`src/rtl/dmem_pkg.sv`:
```
// Shared types and helpers for the data-memory request front-end.
// Holds the FSM state encoding, access-size codes and the alignment rule.
// No logic of its own; imported by dmem_align_check and dmem_req_ctrl.
package dmem_pkg;

  typedef enum logic [2:0] {
    ST_FLUSH   = 3'd0,
    ST_IDLE    = 3'd1,
    ST_ISSUE   = 3'd2,
    ST_WAIT_HI = 3'd3,
    ST_WAIT_LO = 3'd4,
    ST_RESP    = 3'd5
  } dmem_state_e;

  // sign_mask[1:0] size codes, sign_mask[2] selects unsigned loads
  localparam logic [1:0] SZ_BYTE    = 2'b00;
  localparam logic [1:0] SZ_HALF    = 2'b01;
  localparam logic [1:0] SZ_WORD    = 2'b10;
  localparam logic [1:0] SZ_ILLEGAL = 2'b11;
  localparam int         UNSIGNED   = 2;

  // Natural alignment: halves on even bytes, words on 4-byte boundaries
  function automatic logic is_misaligned(input logic [1:0] addr, input logic [1:0] size);
    logic mis;
    mis = 1'b0;
    case (size)
      SZ_HALF: mis = addr[0];
      SZ_WORD: mis = (addr != 2'b00);
      default: mis = 1'b0;
    endcase
    return mis;
  endfunction

endpackage

```
`src/rtl/dmem_align_check.sv`:
```
// Flags requests that must be rejected before reaching memory.
// Latency: purely combinational.
// Backpressure: none; evaluated on the request fields as presented.
module dmem_align_check
  import dmem_pkg::*;
(
  input  logic [1:0] addr_i,
  input  logic [2:0] sign_mask_i,
  output logic       err_o
);

  // The unsigned flag only affects how memory extends load data
  logic unused_unsigned;
  assign unused_unsigned = sign_mask_i[UNSIGNED];

  // Reject misaligned halves/words and the reserved size code
  always_comb begin
    err_o = is_misaligned(addr_i, sign_mask_i[1:0]) | (sign_mask_i[1:0] == SZ_ILLEGAL);
  end

endmodule

```
`src/rtl/dmem_req_ctrl.sv`:
```
// Data-memory request front-end: accepts, checks, issues and tracks one access at a time.
// Latency: accept->issue 1 cycle, response the cycle after memory drops stall (5 cycles nominal).
// Backpressure: req_ready_o only in IDLE; responses are pulses with no backpressure.
module dmem_req_ctrl
  import dmem_pkg::*;
#(
  parameter int TIMEOUT = 15
) (
  input  logic        clk_i,
  input  logic        rst_i,
  input  logic        req_valid_i,
  output logic        req_ready_o,
  input  logic        req_we_i,
  input  logic [31:0] req_addr_i,
  input  logic [31:0] req_wdata_i,
  input  logic [2:0]  req_sign_mask_i,
  output logic        rsp_valid_o,
  output logic [31:0] rsp_rdata_o,
  output logic        rsp_err_o,
  output logic        busy_o,
  output logic [31:0] mem_addr_o,
  output logic [31:0] mem_w_data_o,
  output logic [2:0]  mem_sign_mask_o,
  output logic        mem_w_ena_o,
  output logic        mem_r_ena_o,
  input  logic [31:0] mem_r_data_i,
  input  logic        mem_stall_i
);

  localparam int              CNT_W    = (TIMEOUT < 2) ? 1 : $clog2(TIMEOUT + 1);
  localparam logic [CNT_W-1:0] CNT_LAST = CNT_W'(TIMEOUT - 1);

  dmem_state_e      state_q;
  logic [CNT_W-1:0] cnt_q;
  logic [CNT_W-1:0] cnt_d;
  logic             timeout_hit;
  logic             we_q;
  logic             flush_after_q;
  logic             ready_q, busy_q;
  logic             rsp_valid_q, rsp_err_q;
  logic [31:0]      rsp_rdata_q;
  logic [31:0]      addr_q, wdata_q;
  logic [2:0]       sign_mask_q;
  logic             w_ena_q, r_ena_q;
  logic             align_err;

  dmem_align_check u_align (
    .addr_i      (req_addr_i[1:0]),
    .sign_mask_i (req_sign_mask_i),
    .err_o       (align_err)
  );

  // Wait-cycle counter arithmetic; the last wait cycle is the one before TIMEOUT
  always_comb begin
    cnt_d       = cnt_q + 1'b1;
    timeout_hit = (cnt_q == CNT_LAST);
  end

  // Request FSM with all outputs registered alongside the state
  always_ff @(posedge clk_i or posedge rst_i) begin
    if (rst_i) begin
      state_q       <= ST_FLUSH;
      cnt_q         <= '0;
      we_q          <= 1'b0;
      flush_after_q <= 1'b0;
      ready_q       <= 1'b0;
      busy_q        <= 1'b1;
      rsp_valid_q   <= 1'b0;
      rsp_err_q     <= 1'b0;
      rsp_rdata_q   <= '0;
      addr_q        <= '0;
      wdata_q       <= '0;
      sign_mask_q   <= '0;
      w_ena_q       <= 1'b0;
      r_ena_q       <= 1'b0;
    end else begin
      w_ena_q     <= 1'b0;
      r_ena_q     <= 1'b0;
      rsp_valid_q <= 1'b0;
      case (state_q)
        // Memory has no reset; wait for any access it was doing to finish
        ST_FLUSH: begin
          if (!mem_stall_i) begin
            state_q <= ST_IDLE;
            ready_q <= 1'b1;
            busy_q  <= 1'b0;
          end
        end
        ST_IDLE: begin
          if (req_valid_i) begin
            we_q          <= req_we_i;
            addr_q        <= req_addr_i;
            wdata_q       <= req_wdata_i;
            sign_mask_q   <= req_sign_mask_i;
            flush_after_q <= 1'b0;
            ready_q       <= 1'b0;
            busy_q        <= 1'b1;
            if (align_err) begin
              state_q     <= ST_RESP;
              rsp_valid_q <= 1'b1;
              rsp_err_q   <= 1'b1;
              rsp_rdata_q <= '0;
            end else begin
              state_q <= ST_ISSUE;
              w_ena_q <= req_we_i;
              r_ena_q <= ~req_we_i;
            end
          end
        end
        ST_ISSUE: begin
          cnt_q   <= '0;
          state_q <= ST_WAIT_HI;
        end
        ST_WAIT_HI: begin
          cnt_q <= cnt_d;
          if (timeout_hit) begin
            state_q       <= ST_RESP;
            rsp_valid_q   <= 1'b1;
            rsp_err_q     <= 1'b1;
            rsp_rdata_q   <= '0;
            flush_after_q <= 1'b1;
          end else if (mem_stall_i) begin
            state_q <= ST_WAIT_LO;
          end
        end
        // A completion seen on the last wait cycle wins over the timeout
        ST_WAIT_LO: begin
          cnt_q <= cnt_d;
          if (!mem_stall_i) begin
            state_q     <= ST_RESP;
            rsp_valid_q <= 1'b1;
            rsp_err_q   <= 1'b0;
            rsp_rdata_q <= we_q ? 32'h0 : mem_r_data_i;
          end else if (timeout_hit) begin
            state_q       <= ST_RESP;
            rsp_valid_q   <= 1'b1;
            rsp_err_q     <= 1'b1;
            rsp_rdata_q   <= '0;
            flush_after_q <= 1'b1;
          end
        end
        ST_RESP: begin
          if (flush_after_q) begin
            state_q <= ST_FLUSH;
          end else begin
            state_q <= ST_IDLE;
            ready_q <= 1'b1;
            busy_q  <= 1'b0;
          end
        end
        default: begin
          state_q <= ST_FLUSH;
          ready_q <= 1'b0;
          busy_q  <= 1'b1;
        end
      endcase
    end
  end

  assign req_ready_o     = ready_q;
  assign busy_o          = busy_q;
  assign rsp_valid_o     = rsp_valid_q;
  assign rsp_rdata_o     = rsp_rdata_q;
  assign rsp_err_o       = rsp_err_q;
  assign mem_addr_o      = addr_q;
  assign mem_w_data_o    = wdata_q;
  assign mem_sign_mask_o = sign_mask_q;
  assign mem_w_ena_o     = w_ena_q;
  assign mem_r_ena_o     = r_ena_q;

endmodule
```
`config.mk`:
```
export PLATFORM = sky130hd
export DESIGN_NAME = dmem_req_ctrl
export DESIGN_NICKNAME = d
export VERILOG_FILES = /design/src/rtl/dmem_pkg.sv /design/src/rtl/dmem_align_check.sv /design/src/rtl/dmem_req_ctrl.sv
export SDC_FILE = /design/constraint.sdc
export NUM_CORES = 1
export LEC_CHECK = 0
export BUFFER_PORTS_ARGS = -buffer_cell sky130_fd_sc_hd__buf_2
export CORE_MARGIN = 5
export CORE_UTILIZATION = 47
export DETAILED_ROUTE_END_ITERATION = 10
export HOLD_SLACK_MARGIN = 0.03
export PLACE_DENSITY = 0.85
export SLEW_MARGIN = 25
export SYNTH_ARGS = -nofsm -noshare
export SYNTH_HDL_FRONTEND = slang
export SYNTH_SLANG_ARGS = --single-unit
```
`constraint.sdc`:
```
create_clock -name clk_i -period 4.7 [get_ports clk_i]
set_clock_uncertainty 0.2 [all_clocks]
set_input_delay 0.235 -clock clk_i [delete_from_list [all_inputs] [get_ports clk_i]]
set_output_delay 0.235 -clock clk_i [all_outputs]
set_load 0.01 [all_outputs]
```
==> impl_metrics.tcl, run 1 <==
set metrics [dict create \
    port_buffers 208 \
    timing.final.crit_period_ns 2.818 \
    cts_buffer_depth 2 \
    async_flop_share_pct 100.0 \
    drc 0 \
    syn_to_final_growth_pct 60.08 \
    antenna_found_initial 0 \
    synth-main-ff-cell "dfrtp_1" \
    slew_headroom_pct 36.29 \
    p_comb_share_pct 37.2 \
    cts.clk_slew.worst_paths_ns 0.06 \
    routed_wl_um 15590 \
    status "finished clean" \
    fp.dieArea_mm2 0.01213 \
    fin_nets 762 \
    clock_latency_ns 0.50 \
    cts_tree "yes" \
    die_w_um 110.2 \
    setup-violations-final 0 \
    cts-buffers-inserted 17 \
    wl_per_cell_um 19.49 \
    cts_sinks 114 \
    syn_area_per_cell_um2 13.91 \
    fmax_mhz 354.9 \
    p_switching_mw 1.783 \
    yosysWarnings 0 \
    worstMarginPinSlew_ns 0.9556 \
    grt_max_degree 83 \
    start_kind "flop" \
    pin_count 209 \
    dr.pass1.iters 5 \
    grt_pass1_vias 4576 \
    fin_setup_tns_ns 0 \
    maxSlewViolCount 0 \
    netlist_area_mm2 0.004715 \
    finalCritPeriodShare_pct 59.95 \
    grt_pass1_wl_um 23650 \
    design.core.area_mm2 0.009774 \
    rows 36 \
    synthCells 339 \
    p_leak_nw 3.737 \
    hold_violations 0 \
    r2r-start "state_q[1]" \
    worst-path-max-fanout 62 \
    ys_types 50 \
    synth_top_area_cell "dfrtp_1" \
    dp_hpwl_um 8715 \
    start_util_pct 48.23 \
    cap_viol_max_count 0 \
    drtIter0Drc 279 \
    synth_edf_count 0 \
    cts_htree_levels 4 \
    synth-seq-cells 114 \
    worstReg2RegEnd "mem_addr_o[17]" \
    critPathRequiredTime_ns 4.87 \
    switching_share_pct 34.33 \
    gp_congestion 0.8145 \
    design_area_mm2 0.007547 \
    p_seq_share_pct 35.4 \
    ir_drop_uv 422.4 \
    crit_start "state_q[1]" \
    antenna_left 0 \
    p_int_mw 3.411 \
    vias 4226 \
    place_area_mm2 0.005823 \
    grt_overflow 0 \
    rsz0062_at_grt "no" \
    reg2reg_depth 3 \
    rrSetupSlack_ns 1.88 \
    vias_per_cell 5.283 \
    crit_path_end_kind "flop" \
    die_h_um 110.2 \
    clkPwrFrac_pct 27.3 \
    netlist_top_cells_area "dfrtp_1 (60%), mux2_2 (16%), a22o_1 (5.0%)" \
    hold_class "in -> async" \
    p_per_area_mw_per_mm2 688.2 \
    synth-seq-area-share_pct 60.54 \
    synth_top_area_share_pct 59.98 \
    synth_nets 448 \
    arrival_ns 2.99 \
    crit_type "reg -> reg" \
    root_buffer "clkbuf_8" \
    drive_gt1_share_pct 47.15 \
    synth_common_cells "dfrtp_1 (113), mux2_2 (68), a22o_1 (27)" \
    synth_most_common_cell "dfrtp_1" \
    grt_use_total_pct 25.97 \
]
[worst max-delay path by stage]
| stage | to | slack (ns) | cells after the start |
|---|---|---|---|
| final | mem_addr_o[17] | 1.88 | 3 |
| after global routing | mem_addr_o[17] | 1.75 | 3 |
| after CTS | rsp_rdata_o[14] | 1.85 | 4 |
| after detailed placement | rsp_rdata_o[14] | 1.89 | 4 |
| after global placement | rsp_rdata_o[16] | 2.00 | 4 |
| after floorplan | cnt_q[0] | 1.25 | 1 |
[power by group through the flow]
stage | Combinational, mW | Sequential [mW] | Clock [mW]
floorplan | 0.979 | 1.94 | 0
global placement | 1.75 | 1.76 | 0
detailed placement | 1.80 | 1.80 | 0
CTS | 1.89 | 1.79 | 1.43
global route | 2.09 | 1.89 | 1.49
finish | 1.93 | 1.84 | 1.42
[cell families after synthesis]
| family | Yosys count | synth area share, % |
|---|---|---|
| AO/OA/AOI/OAI | 75 | 12.45 |
| multiplexers | 70 | 16.67 |
| AND/OR/NAND/NOR | 43 | 5.308 |
| flip-flops | 114 | 60.54 |
| XOR/XNOR | 1 | 0.1858 |
| adder cells (fa/ha/maj) | 5 | 1.327 |
| buffers and inverters | 31 | 3.530 |
[flip-flops by register name (all words and copies together) (netlist names)]
signal / flops
mem_addr_o: 32
mem_w_data_o: 32
rsp_rdata_o: 32
cnt_q: 4
mem_sign_mask_o: 3
state_q: 3
busy_o: 1
flush_after_q: 1
mem_r_ena_o: 1
mem_w_ena_o: 1
req_ready_o: 1
rsp_err_o: 1
rsp_valid_o: 1
we_q: 1
[worst max-delay path: stages (launching register included)]
cell and delay, ns:
dfrtp_1 0.97, nand4bb_4 0.38, buf_4 0.64, mux2_2 0.45
[through the flow]
step / worst slack, ns / util, % / hold WS, ns / power (mW) / std cells
floorplan: 1.251 / - / 0.1078 / 2.916 / 339
global placement: 2.001 / 59.58 / 0.2183 / 3.505 / 660
detailed placement: 1.889 / 59.58 / 0.2163 / 3.604 / 660
CTS: 1.847 / 77.05 / 0.2733 / 5.116 / 798
global route: 1.751 / 77.19 / 0.2789 / 5.471 / 799
finish: 1.882 / 77.21 / 0.2322 / 5.194 / 800
[cell type report]
| cell class | instances | area [µm²] |
|---|---|---|
| clock buffers | 22 | 442.9 |
| flip-flops and latches | 114 | 2854 |
| inverters | 9 | 38.79 |
| clock inverters | 10 | 203.9 |
| multi-input cells | 194 | 1710 |
| repair buffers | 317 | 2128 |
| fillers | 561 | 2227 |
| diodes | 1 | 2.502 |
| well taps | 133 | 166.4 |
[metal layers]
layer  part of all wire [%]  up-vias  global-route usage [%]
met5                      0        -                       0
met4                    3.4        0                   11.35
met3                    7.7       44                   7.746
met2                     53      222                   47.01
met1                     36     2081                   27.95
li1                       -     1879                       -
[what timing repair did]
| action | 4_1_cts | 5_1_grt |
|---|---|---|
| hold buffers | 106 | 0 |
| endpoints found under the setup margin | 0 | 0 |
| hold endpoints to repair | 187 | 0 |
| resized for setup | 0 | 0 |
| buffers inserted | 0 | 0 |
[placed cells by master, fill, tap and decap left out, types with 3 or more instances in the layout]
cell type and n:
a21oi_1 13, a22o_1 27, a22oi_1 8, buf_2 208
bufinv_16 6, clkbuf_1 4, clkbuf_16 16, clkinv_2 3
dfrtp_1 113, dlygate4sd3_1 106, ha_1 5, inv_1 8
mux2_2 68, nand2_1 10, nand3_1 8, nor2_1 3
nor2b_1 4, nor3_1 3, o21ai_0 5
No activity file was read; power rests on OpenSTA's default activity.
==> inputs of run 2 (changes only) <==
==> constraint.sdc (replaced) <==
create_clock -name clk_i -period 2.7 [get_ports clk_i]
set_clock_uncertainty 0.2 [all_clocks]
set_input_delay 0.135 -clock clk_i [delete_from_list [all_inputs] [get_ports clk_i]]
set_output_delay 0.135 -clock clk_i [all_outputs]
set_load 0.01 [all_outputs]
==> run 2 against run 1 <==
  * Combinational power is 83% higher
  * Critical endpoint is now rsp_rdata_o[14]
  * Count of clock-buffer cells in the layout is 1 higher
  * Power is 73% higher
  * Clock power is 61% higher
  * Hold slack worse by 0.036 ns
  * Final area is 1.1% higher
  * Sequential cell count stayed put
==> impl_metrics.tcl, run 2 (synthesis gave the netlist of run 1 again) <==
set metrics [dict create \
    worst_slack_ns 0.1924 \
    wl_met2_um 8342 \
    dp_hpwl_um 8887 \
    start_util_pct 48.23 \
    root_buffer "clkbuf_8" \
    layout_commonest_cell "buf_2" \
    cts_tree "yes" \
    slew_headroom_pct 66.85 \
    setup-violations-final 0 \
    crit_type "reg -> reg" \
    start_kind "flop" \
    drtIter0Drc 355 \
    cts_htree_levels 4 \
    antenna_found_initial 0 \
    vias 4300 \
    ir_drop_uv 549.5 \
    syn_to_final_growth_pct 61.86 \
    routed_wl_um 15630 \
    cts.clk_slew.worst_paths_ns 0.06 \
    met3_length_um 1263 \
    worstMarginPinSlew_ns 0.4973 \
    p_per_area_mw_per_mm2 1179 \
    fin_nets 772 \
    timing.final.crit_period_ns 2.508 \
    cts_buffer_depth 2 \
    maxSlewViolCount 0 \
    cts-buffers-inserted 17 \
    fin_setup_tns_ns 0 \
    place_ws_ns 0.5114 \
    hold_class "in -> reg" \
    grt_pass1_vias 4676 \
    design.core.area_mm2 0.009774 \
    wl_met1_um 5575 \
    dr.pass1.iters 6 \
    p_leak_nw 3.763 \
    grt_pass1_wl_um 24130 \
    gp_congestion 0.8572 \
    fill_cells 562 \
    critPathRequiredTime_ns 2.93 \
    multi_input_area_mm2 0.001717 \
    grt_overflow 0 \
    grt_max_degree 71 \
    cap_viol_max_count 0 \
    crit_path_end_kind "flop" \
    arrival_ns 2.73 \
    clock_latency_ns 0.50 \
    finalCritPeriodShare_pct 92.87 \
    rows 36 \
    rrSetupSlack_ns 0.19 \
    fp.dieArea_mm2 0.01213 \
    finalPower_mw 8.996 \
    top_layer "met4" \
    post_cts_buffers 0 \
    fmax_mhz 398.8 \
    status "finished clean" \
    wl_per_cell_um 19.30 \
    port_buffers 208 \
    hold_violations 0 \
    seq_area_mm2 0.002855 \
    final_util_pct 78.07 \
    die_w_um 110.2 \
    die_h_um 110.2 \
    worst-path-max-fanout 18 \
    grt_use_total_pct 26.29 \
    antenna_left 0 \
    vias_per_cell 5.309 \
    cts_sinks 114 \
    drive_gt1_share_pct 47.70 \
    layout_common_cells "buf_2 (208), dfrtp_1 (112), dlygate4sd3_1 (112)" \
    drc 0 \
    pin_count 209 \
    rsz0062_at_grt "no" \
]
-- run 2: cell count changes in the layout (fill, tap and decap cells not counted), sizes merged --
| cell | change |
|---|---|
| dlygate4sd3 | +6 |
| buf | +4 |
| bufinv | -3 |
| clkinvlp | +3 |
| clkbuf | +1 |
| clkinv | -1 |
| diode | +1 |
| inv | -1 |
-- run 2: cell type report --
class | instances | share of cell area [%]
diodes | 2 | 0.06558
flip-flops and latches | 114 | 37.42
clock buffers | 23 | 6.378
multi-input cells | 194 | 22.50
clock inverters | 8 | 1.623
repair buffers | 327 | 29.35
inverters | 9 | 0.4919
well taps | 133 | 2.181
-- run 2: worst paths after layout --
kind	startpoint	endpoint	depth (start not counted)
worst max-delay path	state_q[1]	rsp_rdata_o[14]	5
worst min-delay path	req_wdata_i[23]	mem_w_data_o[23]	3
worst max register to register	state_q[1]	rsp_rdata_o[14]	5
worst min register to register	busy_o	busy_o	2
max in group asynchronous	rst_i	busy_o	5
min in group asynchronous	rst_i	mem_addr_o[1]	4
-- run 2: critical path, cell delays in order, from the launching register on --
cell and delay, ns:
dfrtp_1 0.55, or3b_4 0.49, nor3_4 0.26, a22oi_1 0.17
dlygate4sd3_1 0.62, a21oi_1 0.14
-- run 2: per-stage QoR --
| step | hold WS, ns | instances | cell area (µm²) |
|---|---|---|---|
| after global placement | -0.04326 | 665 | 5887 |
| after floorplan | 0.007765 | 339 | 4718 |
| after detailed placement | -0.02211 | 665 | 5887 |
| after CTS | 0.1722 | 808 | 7619 |
| after global routing | 0.1884 | 808 | 7626 |
| final | 0.1961 | 810 | 7631 |
-- run 2: layer usage --
layer,vias to the layer above,track usage [%]
met5,-,0
met3,39,7.280
met2,213,47.14
met4,0,11.96
met1,2151,28.88
li1,1897,-
-- run 2: timing repair --
item | 4_1_cts | 5_1_grt
endpoints found under the hold margin | 221 | 0
endpoints found under the setup margin | 0 | 3
hold buffers | 112 | 0
gates resized for setup | 0 | 2
-- run 2: report_power, final --
part / switching (mW) / internal, mW / total [mW]
clock network: 0.759 / 1.52 / 2.28
logic: 1.75 / 1.79 / 3.54
registers: 0.613 / 2.56 / 3.17
==> inputs of run 3 (changes only) <==
--- a/config.mk
+++ b/config.mk
@@ -11,6 +11,7 @@
 export DETAILED_ROUTE_END_ITERATION = 10
 export HOLD_SLACK_MARGIN = 0.03
 export PLACE_DENSITY = 0.85
+export REMOVE_ABC_BUFFERS = 1
 export SLEW_MARGIN = 25
 export SYNTH_ARGS = -nofsm -noshare
 export SYNTH_HDL_FRONTEND = slang
==> run 3 against run 2 <==
  * Count of clock-buffer cells in the layout fell by 5
  * Largest cell class unchanged
  * Power fell by 1.7%
  * Global-route usage fell by 0.71 points
  * Die area did not move
  * Register-to-register slack barely moved
  * Clock power fell by 3%
  * Sequential share of layout area rose by 0.32 points
  * Worst setup slack got worse by 0.0066 ns
==> impl_metrics.tcl, run 3 (synthesis gave the netlist of run 1 again) <==
set metrics [dict create \
    routed_wl_um 15520 \
    use_met3_pct 6.290 \
    antenna_found_initial 1 \
    fp.dieArea_mm2 0.01213 \
    maxSlewViolCount 0 \
    layout_common_cells "buf_2 (208), dfrtp_1 (110), dlygate4sd3_1 (109)" \
    hold_violations 0 \
    status "finished clean" \
    timing.final.crit_period_ns 2.514 \
    timing.hold.ws_ns 0.2099 \
    start_kind "flop" \
    die_w_um 110.2 \
    cts_buffer_depth 2 \
    top_usage_layer "met2" \
    grt_overflow 0 \
    cts_tree "yes" \
    p_comb_share_pct 39.3 \
    die_h_um 110.2 \
    dp_hpwl_um 8998 \
    drive_gt1_share_pct 48.29 \
    p_int_mw 5.725 \
    grtUsageMet2_pct 46.97 \
    p_seq_share_pct 35.6 \
    rrSetupSlack_ns 0.19 \
    vias_per_cell 5.196 \
    design.core.area_mm2 0.009774 \
    rsz0062_at_grt "no" \
    syn_to_final_growth_pct 60.62 \
    cts_htree_levels 4 \
    met1_usage_pct 27.11 \
    grt_pass1_wl_um 23460 \
    drc 0 \
    fin_nets 770 \
    drtIter0Drc 295 \
    dr.pass1.iters 4 \
    p_leak_nw 3.743 \
    grt_pass1_vias 4625 \
    hold_class "in -> reg" \
    ir_drop_uv 643.0 \
    cts.clk_slew.worst_paths_ns 0.06 \
    crit_path_end_kind "flop" \
    grt_use_total_pct 25.58 \
    worstMarginPinSlew_ns 0.5737 \
    fill_cells 569 \
    layout_commonest_cell "buf_2" \
    pin_count 209 \
    post_cts_buffers 0 \
    rows 36 \
    port_buffers 208 \
    start_util_pct 48.23 \
    vias 4198 \
    setup-violations-final 0 \
    cts-buffers-inserted 17 \
    clkPwrFrac_pct 25.1 \
    crit_slowest_cell "dlygate4sd3_1" \
    arrival_ns 2.74 \
    cts_sinks 114 \
    finalCritPeriodShare_pct 93.12 \
    fmax_mhz 397.7 \
    clock_latency_ns 0.49 \
    p_per_area_mw_per_mm2 1168 \
    p_switching_mw 3.118 \
    path_cells "or3b_4, nor3_4, buf_6, a22oi_1, a21oi_1, dlygate4sd3_1" \
    worst-path-max-fanout 32 \
    wl_per_cell_um 19.21 \
    max_stage_delay_ns 0.56 \
    cap_viol_max_count 0 \
    antenna_left 0 \
    grt_max_degree 52 \
    switching_share_pct 35.26 \
    final_util_pct 77.47 \
    critPathRequiredTime_ns 2.93 \
    crit_type "reg -> reg" \
    root_buffer "clkbuf_8" \
    gp_congestion 0.7989 \
    slew_headroom_pct 61.75 \
]
## run 3: cell types whose count changed in the layout (fill, tap and decap cells not counted), moves of 2 or more
cell,change
clkbuf_8,-4
dfrtp_2,+2
clkinv_4,+2
dfrtp_1,-2
clkinv_2,+2
dlygate4sd3_1,-3
## run 3: repair_timing
item | 4_1_cts | 5_1_grt
resized for setup | 0 | 4
endpoints found under the setup margin | 0 | 2
hold buffers | 109 | 0
endpoints found under the hold margin | 220 | 0
## run 3: routing by layer
layer | up-vias | wire length [µm]
met2 | 214 | 8338
met1 | 2047 | 5380
met4 | 0 | 578
li1 | 1897 | -
met5 | - | 0
met3 | 40 | 1226
## run 3: path summary, 6_finish.rpt
| check | start | to | cells after the start |
|---|---|---|---|
| max | state_q[0] | rsp_rdata_o[14] | 6 |
| min | mem_r_data_i[0] | rsp_rdata_o[0] | 3 |
| max reg2reg | state_q[0] | rsp_rdata_o[14] | 6 |
| min reg2reg | busy_o | busy_o | 2 |
| max in group asynchronous | rst_i | rsp_rdata_o[1] | 5 |
| min in group asynchronous | rst_i | mem_addr_o[31] | 4 |
## run 3: final cells by class
type                            instances  area [µm²]  share of cell area, %
Timing Repair Buffer                  325        2208                  29.16
Tap cell                              133       166.4                  2.198
Clock inverter                         13       160.2                  2.115
Antenna cell                            2       5.005                0.06609
Clock buffer                           18       427.9                  5.651
Sequential cell                       114        2858                  37.74
Multi-Input combinational cell        194        1710                  22.59
Inverter                                9       36.28                 0.4792
## run 3: per-stage QoR
| step | setup WS (ns) | area, µm² | setup TNS, ns | total power, mW | std cells |
|---|---|---|---|---|---|
| CTS | 0.03072 | 7560 | 0 | 8.767 | 806 |
| detailed placement | 0.4723 | 5881 | 0 | 6.347 | 666 |
| floorplan | -1.937 | 4582 | -237.47 | 5.023 | 317 |
| global placement | 0.5543 | 5881 | 0 | 6.168 | 666 |
| global route | 0.07736 | 7570 | 0 | 9.349 | 807 |
| finish | 0.1858 | 7572 | 0 | 8.843 | 808 |
## run 3: critical path: cells and delay by family, from the launching register on
kind / cells / cell delay [ns]
buffers and inverters: 2 / 0.83
AO/OA/AOI/OAI: 2 / 0.29
flip-flops: 1 / 0.53
AND/OR/NAND/NOR: 2 / 0.61
## run 3: power by group through the flow
stage	Sequential, mW	Clock, mW	Combinational (mW)
2_1_floorplan	3.44	0	1.58
3_3_place_gp	3.05	0	3.12
3_5_place_dp	3.11	0	3.24
4_1_cts	3.09	2.25	3.42
5_1_grt	3.25	2.34	3.76
6_report	3.15	2.22	3.47
